===== src/rtl/mult_div_unit_pkg.sv =====
// Shared constants and helpers for the sequential multiply/divide unit:
// function codes, FSM state encoding and the iteration count.
package mult_div_unit_pkg;

    // R-type function codes handled by the unit
    localparam logic [5:0] FUNC_MFHI  = 6'd16;
    localparam logic [5:0] FUNC_MTHI  = 6'd17;
    localparam logic [5:0] FUNC_MFLO  = 6'd18;
    localparam logic [5:0] FUNC_MTLO  = 6'd19;
    localparam logic [5:0] FUNC_MULT  = 6'd24;
    localparam logic [5:0] FUNC_MULTU = 6'd25;
    localparam logic [5:0] FUNC_DIV   = 6'd26;
    localparam logic [5:0] FUNC_DIVU  = 6'd27;

    // FSM state encoding
    localparam logic [1:0] ST_IDLE = 2'd0;
    localparam logic [1:0] ST_CALC = 2'd1;
    localparam logic [1:0] ST_SIGN = 2'd2;
    localparam logic [1:0] ST_DONE = 2'd3;

    // One iteration per operand bit
    localparam int                ITER_COUNT = 32;
    localparam int                ITER_W     = $clog2(ITER_COUNT);
    localparam logic [ITER_W-1:0] LAST_ITER  = ITER_W'(ITER_COUNT - 1);

    // Multiply or divide: the ops that run the iterative datapath
    function automatic logic is_md_op(input logic [5:0] f);
        return (f == FUNC_MULT) || (f == FUNC_MULTU) || (f == FUNC_DIV) || (f == FUNC_DIVU);
    endfunction

    // HI/LO move ops: complete in a single edge
    function automatic logic is_mv_op(input logic [5:0] f);
        return (f == FUNC_MFHI) || (f == FUNC_MTHI) || (f == FUNC_MFLO) || (f == FUNC_MTLO);
    endfunction

    function automatic logic is_div_op(input logic [5:0] f);
        return (f == FUNC_DIV) || (f == FUNC_DIVU);
    endfunction

    function automatic logic is_signed_op(input logic [5:0] f);
        return (f == FUNC_MULT) || (f == FUNC_DIV);
    endfunction

    // Absolute value when the operand is treated as two's complement;
    // 0x80000000 maps to 2^31, which is still correct as an unsigned magnitude
    function automatic logic [31:0] magnitude(input logic [31:0] v, input logic sgn);
        return (sgn && v[31]) ? (32'd0 - v) : v;
    endfunction

endpackage


===== src/rtl/md_iter_step.sv =====
// Combinational single iteration of the multiply/divide datapath.
// Multiply: {acc_hi, acc_lo} holds {partial product, remaining multiplier};
//           add the multiplicand when the multiplier LSB is set, shift right.
// Divide:   {acc_hi, acc_lo} holds {partial remainder, remaining dividend};
//           shift left, trial-subtract the divisor, keep it if no borrow.
module md_iter_step (
    input  logic        is_div,
    input  logic [31:0] acc_hi,
    input  logic [31:0] acc_lo,
    input  logic [31:0] operand,
    output logic [31:0] next_hi,
    output logic [31:0] next_lo
);

    logic [32:0] sum;
    logic [32:0] r_shift;
    logic [31:0] diff;
    logic        fits;

    // Compute both step flavours and select by operation type
    always_comb begin
        // NOTE: every output of a combinational block gets a value on every
        // path (here via the if/else covering both) so no latch is inferred.
        sum     = {1'b0, acc_hi} + (acc_lo[0] ? {1'b0, operand} : 33'd0);
        r_shift = {acc_hi, acc_lo[31]};
        fits    = (r_shift >= {1'b0, operand});
        // When the trial succeeds the difference is below the divisor, so
        // the 32-bit wrap-around subtraction is exact.
        diff    = r_shift[31:0] - operand;
        if (is_div) begin
            next_hi = fits ? diff : r_shift[31:0];
            next_lo = {acc_lo[30:0], fits};
        end else begin
            next_hi = sum[32:1];
            next_lo = {sum[0], acc_lo[31:1]};
        end
    end

endmodule


===== src/rtl/mult_div_unit.sv =====
// Sequential MIPS-style multiply/divide unit with HI/LO registers.
// Iterates 32 times on operand magnitudes, then applies sign correction
// in a single SIGN cycle before signalling completion.
module mult_div_unit
    import mult_div_unit_pkg::*;
(
    input  logic        clock,
    input  logic        reset,
    input  logic        start,
    input  logic [5:0]  func,
    input  logic [31:0] data_a,
    input  logic [31:0] data_b,
    output logic        busy,
    output logic        done,
    output logic [31:0] result,
    output logic [31:0] hi,
    output logic [31:0] lo,
    output logic        div_zero
);

    logic [1:0]        state;
    logic [ITER_W-1:0] iter_cnt;
    logic [5:0]        func_q;
    logic [31:0]       a_q;
    logic [31:0]       b_q;
    logic [31:0]       operand_q;
    logic [31:0]       acc_hi;
    logic [31:0]       acc_lo;
    logic [31:0]       step_hi;
    logic [31:0]       step_lo;
    logic [31:0]       fix_hi;
    logic [31:0]       fix_lo;
    logic [63:0]       prod_neg;
    logic              a_neg;
    logic              b_neg;
    logic              op_div;
    logic              b_zero;

    assign op_div = is_div_op(func_q);
    assign b_zero = (b_q == 32'd0);
    assign a_neg  = is_signed_op(func_q) & a_q[31];
    assign b_neg  = is_signed_op(func_q) & b_q[31];
    assign busy   = (state == ST_CALC) || (state == ST_SIGN);
    assign done   = (state == ST_DONE);

    md_iter_step u_step (
        .is_div  (op_div),
        .acc_hi  (acc_hi),
        .acc_lo  (acc_lo),
        .operand (operand_q),
        .next_hi (step_hi),
        .next_lo (step_lo)
    );

    // Sign correction and divide-by-zero override of the raw magnitudes
    always_comb begin
        fix_hi   = acc_hi;
        fix_lo   = acc_lo;
        prod_neg = 64'd0 - {acc_hi, acc_lo};
        if (op_div) begin
            if (b_zero) begin
                fix_hi = a_q;
                fix_lo = 32'hFFFF_FFFF;
            end else begin
                // Quotient truncates toward zero; remainder follows dividend
                if (a_neg ^ b_neg) fix_lo = 32'd0 - acc_lo;
                if (a_neg)         fix_hi = 32'd0 - acc_hi;
            end
        end else if (a_neg ^ b_neg) begin
            fix_hi = prod_neg[63:32];
            fix_lo = prod_neg[31:0];
        end
    end

    // Control FSM, iteration counter, operand latches and architectural state
    always_ff @(posedge clock or negedge reset) begin
        // NOTE: registered state uses non-blocking assignments so every
        // flop samples pre-edge values regardless of statement order.
        if (!reset) begin
            state     <= ST_IDLE;
            iter_cnt  <= '0;
            func_q    <= '0;
            a_q       <= '0;
            b_q       <= '0;
            operand_q <= '0;
            acc_hi    <= '0;
            acc_lo    <= '0;
            hi        <= '0;
            lo        <= '0;
            result    <= '0;
            div_zero  <= 1'b0;
        end else begin
            case (state)
                ST_IDLE: begin
                    if (start && is_md_op(func)) begin
                        a_q      <= data_a;
                        b_q      <= data_b;
                        func_q   <= func;
                        iter_cnt <= '0;
                        acc_hi   <= '0;
                        if (is_div_op(func)) begin
                            acc_lo    <= magnitude(data_a, is_signed_op(func));
                            operand_q <= magnitude(data_b, is_signed_op(func));
                        end else begin
                            acc_lo    <= magnitude(data_b, is_signed_op(func));
                            operand_q <= magnitude(data_a, is_signed_op(func));
                        end
                        state <= ST_CALC;
                    end else if (start && is_mv_op(func)) begin
                        div_zero <= 1'b0;
                        state    <= ST_DONE;
                        case (func)
                            FUNC_MTHI: begin hi <= data_a; result <= '0; end
                            FUNC_MTLO: begin lo <= data_a; result <= '0; end
                            FUNC_MFHI: result <= hi;
                            default:   result <= lo;
                        endcase
                    end
                end
                ST_CALC: begin
                    acc_hi   <= step_hi;
                    acc_lo   <= step_lo;
                    iter_cnt <= iter_cnt + 1'b1;
                    if (iter_cnt == LAST_ITER) state <= ST_SIGN;
                end
                ST_SIGN: begin
                    hi       <= fix_hi;
                    lo       <= fix_lo;
                    result   <= '0;
                    div_zero <= op_div & b_zero;
                    state    <= ST_DONE;
                end
                default: begin
                    div_zero <= 1'b0;
                    state    <= ST_IDLE;
                end
            endcase
        end
    end

endmodule


===== config.mk =====
export PLATFORM = sky130hd
export DESIGN_NAME = mult_div_unit
export DESIGN_NICKNAME = d
export VERILOG_FILES = /design/src/rtl/mult_div_unit_pkg.sv /design/src/rtl/md_iter_step.sv /design/src/rtl/mult_div_unit.sv
export SDC_FILE = /design/constraint.sdc
export NUM_CORES = 1
export LEC_CHECK = 0
export BUFFER_PORTS_ARGS = -buffer_cell sky130_fd_sc_hd__buf_2
export CAP_MARGIN = 40
export CORE_ASPECT_RATIO = 0.75
export CORE_UTILIZATION = 41
export CTS_CLUSTER_SIZE = 14
export DETAILED_ROUTE_END_ITERATION = 16
export PLACE_DENSITY = 0.64
export SYNTH_ARGS = -nofsm -noshare
export SYNTH_HDL_FRONTEND = slang
export SYNTH_HIERARCHICAL = 1
export SYNTH_SLANG_ARGS = --single-unit

===== constraint.sdc =====
create_clock -name clock -period 4.1 [get_ports clock]
set_clock_uncertainty 0.1 [all_clocks]
set_input_delay 0.41 -clock clock [delete_from_list [all_inputs] [get_ports clock]]
set_output_delay 0.41 -clock clock [all_outputs]
set_load 0.02 [all_outputs]

==> metrics, run 1 <==
Core Region=~49000 sq um; crit path max fanout=31; Final Slew Violations=0; reg2reg end=acc_hi[31]$_DFFE_PN0P_; CTS tree=built; Post-synth EDFFs=0; clk root buf=clkbuf_16; starting density of the core=41.60%; Slew headroom=between 30% and 40%; flop and latch count out of synthesis=270; area delta synth->final=15.67%; Final Non-Filler Cells=3384; sequential cell area fraction in the yosys report=between 30 and 40%; DP HPWL=63150 um; DIE HEIGHT=194.7 um; routability cong.=between 1 and 1.5; Reg-to-Reg Start=acc_lo[0]$_DFFE_PN0P_; first-pass GRT wire length=125200 um; synth warn=6; Post-Place Cells=about 3300; outcome=complete, no violations; Starting DRT DRC Count=roughly 2900; via count=21150; Skew-Pair Late Insertion Delay=approximately 600 ps; final WL=between 80000 and 90000 um; Slew @ Worst Pin=938.7 ps; vias per inst=6.250; Setup crit start kind=register; Port Buffer Count=roughly 170; area post-placement=22250 sq um; met1 WL=37460 um; Synth cell types=86; Power Dens Cells=about 800 nW/um^2; ys flop type=dfrtp_1; Data required, critical path=around 4500 ps; CTS H-tree lvls=1; Setup-failing EPs final=0; Design Area, Final=between 20000 and 25000 sq um; Arr. time, crit path=4300 ps; min cycle time layout=3872 ps; largest net degree at the start of global routing=~100; CTS buffer count=31; CP Class=register to register; LEAKAGE=10.98 nW; synthesized area=between 20000 and 25000 sq um; dominant cell type by area after synthesis=dfrtp_1; Fin. Hold Viols=0; post-route ant nets=0; RSZ-0062 raised after global routing=true; Residual DRC=0; first-pass detailed-route iteration total=6; share of layout cells above drive strength 1=between 10% and 20%; CTS Sinks=between 200 and 300; WL/cell=24.56 um; Die Width=about 260 um; cell count after synthesis=roughly 2600; All-Layer GR Usage=between 30% and 40%; Die Footprint=50400 sq um; Clock Pin Slew Worst Setup and Hold Paths=around 70 ps; Ports=between 150 and 200; number of global-route vias before repair=approximately 20000; met3 WL=just under 10000 um; row cnt=70; Max Fclk=roughly 260 MHz; Final Cycle Share=a little over nine tenths; setup slack, reg-to-reg=approximately 230 ps; share of the synthesized area in the top cell type=approximately 33%; cells on worst reg2reg path=14; Max Root-Sink Buffers=3; Remaining Overflow, GRT=0; met2 wire length=33570 um; Avg Cell Area, Syn=around 7.9 sq um; maximum VDD drop=roughly 0.40 mV; max-cap violations=0; nets=2861; asr flop ratio synth=between 90% and 100%; Filler cells=4724; Synth Net Count=2705; Layout Utilization=approximately half; crit end category=register; crit path launch=acc_lo[0]$_DFFE_PN0P_; Min-Delay Path Class=input port to register; antenna violations before repair=4; ranking of synthesized cells by area=dfrtp_1 (33%), nand2_1 (7.9%), o21ai_0 (5.3%), a21oi_1 (5.1%), ha_1 (4.6%); end point of the critical path=acc_hi[31]$_DFFE_PN0P_; setup bufs post-CTS=0; highest routed metal layer=met5
-- report_power, final --
part,leakage (nW),switching (W),internal (W),total (W)
Combinational,6.99,0.00689,0.00408,0.0110
Clock,0.507,0.00127,0.00163,0.00290
Sequential,3.49,0.00115,0.00372,0.00487
-- routing by layer --
metal | vias up | global-route usage, %
li1 | 9455 | -
met1 | 10300 | 49.48
met2 | 1246 | 44.61
met3 | 147 | 8.020
met4 | 4 | 8.262
met5 | - | 0
-- critical path, stage by stage, from the launching register on --
cell and delay [ps]:
dfrtp_1 530, buf_12 240, and2_1 180, ha_1 500, nand4_1 260, nor3_1 330, o21ai_0 130, buf_4 180
a31oi_1 290, o31ai_1 110, buf_4 160, o21ai_0 270, nor3_1 150, a211oi_1 200, a22o_1 150
-- sequential cells by signal, indices dropped and copies added (netlist names) --
register	flops
a_q	32
acc_hi	32
acc_lo	32
b_q	32
hi	32
lo	32
operand_q	32
result	32
func_q	6
iter_cnt	5
state	2
div_zero	1
-- stage by stage --
step	total power (W)	setup TNS (ps)	hold slack, ps	setup WS, ps
after CTS	0.01842	0	0.1048	257.5
after floorplan	0.01174	0	14.41	582.2
final	0.01874	0	10.94	228.5
after global routing	0.01986	-2.810	15.37	-2.810
after detailed placement	0.01547	0	345.1	253.1
after global placement	0.01531	0	342.3	333.8
-- worst min path at each step --
stage	cells past startpoint	end	from
after floorplan	0	a_q[0]$_DFFE_PN0P_	reset
after global placement	1	func_q[3]$_DFFE_PN0P_	func_q[3]$_DFFE_PN0P_
after detailed placement	1	func_q[4]$_DFFE_PN0P_	func_q[4]$_DFFE_PN0P_
after CTS	3	b_q[5]$_DFFE_PN0P_	data_b[5]
after global routing	3	b_q[11]$_DFFE_PN0P_	data_b[11]
final	3	b_q[31]$_DFFE_PN0P_	data_b[31]
-- cells by family after synthesis --
kind of cell | after synthesis | share of synthesized area, %
xor+xnor | 192 | 8.287
fa+ha+maj | 77 | 4.822
mux | 74 | 3.841
flops | 270 | 33.29
compound gates | 779 | 23.84
simple gates | 919 | 21.17
buf+inv | 244 | 4.754
-- synthesized netlist by cell type, types with 35 or more instances --
master    number
a21o_1        35
nand2_1      425
xor2_1        91
nor2_1       190
and2_1        43
ha_1          75
xnor2_1      101
inv_1         68
o22ai_1       39
nand3_1       44
clkbuf_1     145
a31oi_1       43
a22oi_1       36
o21ai_0      214
nor3_1        38
a21oi_1      206
mux2i_1       43
dfrtp_1      270
-- layout by cell type (no fill, tap or decap), types with 31 or more instances in the layout --
cell type and count:
buf_2 171, a21oi_1 206, o21ai_0 214, nand2_1 425, buf_4 100, nand3_1 43, clkbuf_16 31, a22o_1 33
xor2_1 91, nor2_1 188, mux2i_1 43, mux2_2 31, ha_1 74, nor3_1 38, a21o_1 34, a22oi_1 36
dfrtp_1 270, o22ai_1 39, a31oi_1 42, inv_1 67, xnor2_1 101, and2_1 43
-- what timing repair did --
action,CTS,global route
hold endpoints to repair,101,0
hold buffers,18,0
resized for setup,0,2
setup endpoints to repair,0,10
-- final cells by class --
class,count,area [sq um],area share [%]
Clock inverter,19,197.7,0.8422
Clock buffer,37,828.3,3.529
Sequential cell,270,6756,28.78
Antenna cell,2,5.005,0.02132
Timing Repair Buffer,298,1943,8.278
Inverter,69,261.5,1.114
Multi-Input combinational cell,2041,12670,53.98
Tap cell,648,810.8,3.454
Note: power is estimated with default switching activity, not from simulation.
==> run 2, diff against run 1 <==
--- a/config.mk
+++ b/config.mk
@@ -7,11 +7,11 @@
 export LEC_CHECK = 0
 export BUFFER_PORTS_ARGS = -buffer_cell sky130_fd_sc_hd__buf_2
 export CAP_MARGIN = 40
-export CORE_ASPECT_RATIO = 0.75
+export CORE_ASPECT_RATIO = 0.5
 export CORE_UTILIZATION = 41
 export CTS_CLUSTER_SIZE = 14
 export DETAILED_ROUTE_END_ITERATION = 16
-export PLACE_DENSITY = 0.64
+export PLACE_DENSITY = 0.6
 export SYNTH_ARGS = -nofsm -noshare
 export SYNTH_HDL_FRONTEND = slang
 export SYNTH_HIERARCHICAL = 1
==> run 2 against run 1 <==
Sequential cell count did not move; global-route usage down 2.6 points; cell area shrank 0.80%; register-to-register slack gained 80 ps; die area is essentially flat; first-iteration DRC count down 19%; utilization is 0.31 points lower.
==> metrics, run 2 (same netlist as run 1, synthesis figures left out) <==
Skew-Pair Late Insertion Delay=600 ps (about the same); setup TNS=0 ps (unchanged); Clock Pin Slew Worst Setup and Hold Paths=70 ps (about the same); largest net degree at the start of global routing=121 (was 101); DIE HEIGHT=159.3 um (was 194.7 um); Remaining Overflow, GRT=0 (unchanged); via count=20300 (was 21150); antenna violations before repair=3 (was 4); setup bufs post-CTS=0 (unchanged); Die Footprint=50440 sq um (was 50400 sq um); first-pass detailed-route iteration total=8 (was 6); starting density of the core=41.66% (was 41.60%); CTS tree=built (unchanged); Fin. Hold Viols=0 (unchanged); CP Class=register to register (unchanged); DP HPWL=56890 um (was 63150 um); Setup-failing EPs final=0 (unchanged); Slew headroom=33.89% (was 37.28%); commonest non-fill, non-tap cells in the layout=nand2_1 (425), dfrtp_1 (269), o21ai_0 (214) (was nand2_1 (425), dfrtp_1 (270), o21ai_0 (214)); Port Buffer Count=171 (unchanged); Starting DRT DRC Count=2337 (was 2873); Max Fclk=263.4 MHz (was 258.3 MHz); LEAKAGE=10.85 nW (was 10.98 nW); worst path buffer plus inverter count=2 (was 3); Final Slew Violations=0 (unchanged); CP max-delay cell=dfrtp_1 (unchanged); post-route ant nets=0 (unchanged); outcome=complete, no violations (unchanged); CTS Sinks=270 (unchanged); Power Dens Cells=788.1 nW/um^2 (was 798.5 nW/um^2); cells on worst reg2reg path=13 (was 14); Setup crit start kind=register (unchanged); row cnt=57 (was 70); Worst path depth=13 (was 14); final WL=76430 um (was 83110 um); area delta synth->final=14.74% (was 15.67%); Residual DRC=0 (unchanged); CTS H-tree lvls=1 (unchanged); CTS buffer count=30 (was 31); Crit path max-delay family=compound AO/OA/AOI/OAI gates (unchanged); All-Layer GR Usage=29.78% (was 32.37%); pre-CTS setup slack=312.6 ps (was 253.1 ps); vias per inst=6.045 (was 6.250); Filler cells=4838 (was 4724); Die Width=316.6 um (was 258.9 um); Data required, critical path=4480 ps (was 4530 ps); RSZ-0062 raised after global routing=false (was true); hold path depth=3 (unchanged); Arr. time, crit path=4170 ps (was 4300 ps); Max Root-Sink Buffers=3 (unchanged); crit path cell chain=inv_1, ha_1, nand2_1, nor3_1, nand3_1, o41ai_1, a21oi_1, o21ai_0, a21oi_4, buf_12, nor2_1, a211oi_1, a22o_1 (was buf_12, and2_1, ha_1, nand4_1, nor3_1, o21ai_0, buf_4, a31oi_1, o31ai_1, buf_4, o21ai_0, nor3_1, a211oi_1, a22o_1); slowest stage delay, CP=520 ps (was 530 ps); nets=2835 (was 2861); crit path max fanout=28 (was 31); Ports=172 (unchanged); max-cap violations=0 (unchanged); commonest non-fill, non-tap cell in the layout=nand2_1 (unchanged); maximum VDD drop=0.3469 mV (was 0.4026 mV); Final Cycle Share=92.58% (was 94.43%); Min-Delay Path Class=input port to register (unchanged); clk root buf=clkbuf_16 (unchanged); crit end category=register (unchanged); share of layout cells above drive strength 1=14.70% (was 15.51%); WL/cell=22.76 um (was 24.56 um); number of global-route vias before repair=18520 (was 19440); Core Region=48710 sq um (was 48780 sq um); Slew @ Worst Pin=991.7 ps (was 938.7 ps); first-pass GRT wire length=116600 um (was 125200 um); Setup WS post-layout=304.1 ps (was 228.5 ps); routability cong.=0.9616 (was 1.037); min cycle time layout=3796 ps (was 3872 ps)
## run 2: cell count changes in the layout (fill, tap and decap cells not counted), moves of 2 or more
cell / change
dlygate4sd3_1: +2
buf_4: -22
clkinv_2: -2
buf_6: -2
## run 2: area by class of cell
class / instances / area (sq um) / share of cell area (%)
Timing Repair Buffer: 273 / 1732 / 7.437
Clock buffer: 34 / 785.8 / 3.375
Antenna cell: 1 / 2.502 / 0.01075
Sequential cell: 270 / 6758 / 29.02
Tap cell: 649 / 812.0 / 3.487
Multi-Input combinational cell: 2041 / 12680 / 54.45
Inverter: 69 / 260.3 / 1.118
Clock inverter: 21 / 256.5 / 1.102
## run 2: worst min-delay path: cells and delay by family
kind / cells / cell delay, ps
buffers and inverters: 1 / 130
and+or+nand+nor: 2 / 120
## run 2: final timing paths
path,start,to,slack [ps]
hold / removal,data_b[19],b_q[19]$_DFFE_PN0P_,5
setup / recovery,operand_q[16]$_DFFE_PN0P_,acc_hi[31]$_DFFE_PN0P_,300
min in group asynchronous,reset,result[2]$_DFFE_PN0P_,420
hold reg to reg,func_q[3]$_DFFE_PN0P_,func_q[3]$_DFFE_PN0P_,360
max in group asynchronous,reset,acc_hi[17]$_DFFE_PN0P_,2490
setup reg to reg,operand_q[16]$_DFFE_PN0P_,acc_hi[31]$_DFFE_PN0P_,300
## run 2: routing by layer
metal	track usage, %	vias to the layer above	share of wire, %
li1	-	9397	-
met1	45.12	9784	46
met2	40.89	994	40
met4	7.649	0	2.6
met3	8.309	125	11
met5	0	-	0
## run 2: what timing repair did
action / 4_1_cts / 5_1_grt
hold buffers: 20 / 0
resized for setup: 0 / 1
setup endpoints to repair: 0 / 3
hold endpoints to repair: 136 / 0
## run 2: report_power, final
part	internal [W]	total (W)	switching [W]
Sequential	0.00372	0.00494	0.00122
Clock	0.00165	0.00295	0.00130
Combinational	0.00395	0.0105	0.00650
## run 2: metrics by stage
| step | util [%] | cells | hold slack [ps] | power [W] | instance area [sq um] |
|---|---|---|---|---|---|
| floorplan | - | 2555 | 14.41 | 0.01174 | 20290 |
| global placement | 45.24 | 3282 | 339.6 | 0.01505 | 22040 |
| detailed placement | 45.24 | 3282 | 347.5 | 0.01515 | 22040 |
| CTS | 47.79 | 3357 | 3.125 | 0.01816 | 23280 |
| global route | 47.80 | 3357 | 11.12 | 0.01957 | 23280 |
| finish | 47.80 | 3358 | 4.855 | 0.01835 | 23280 |
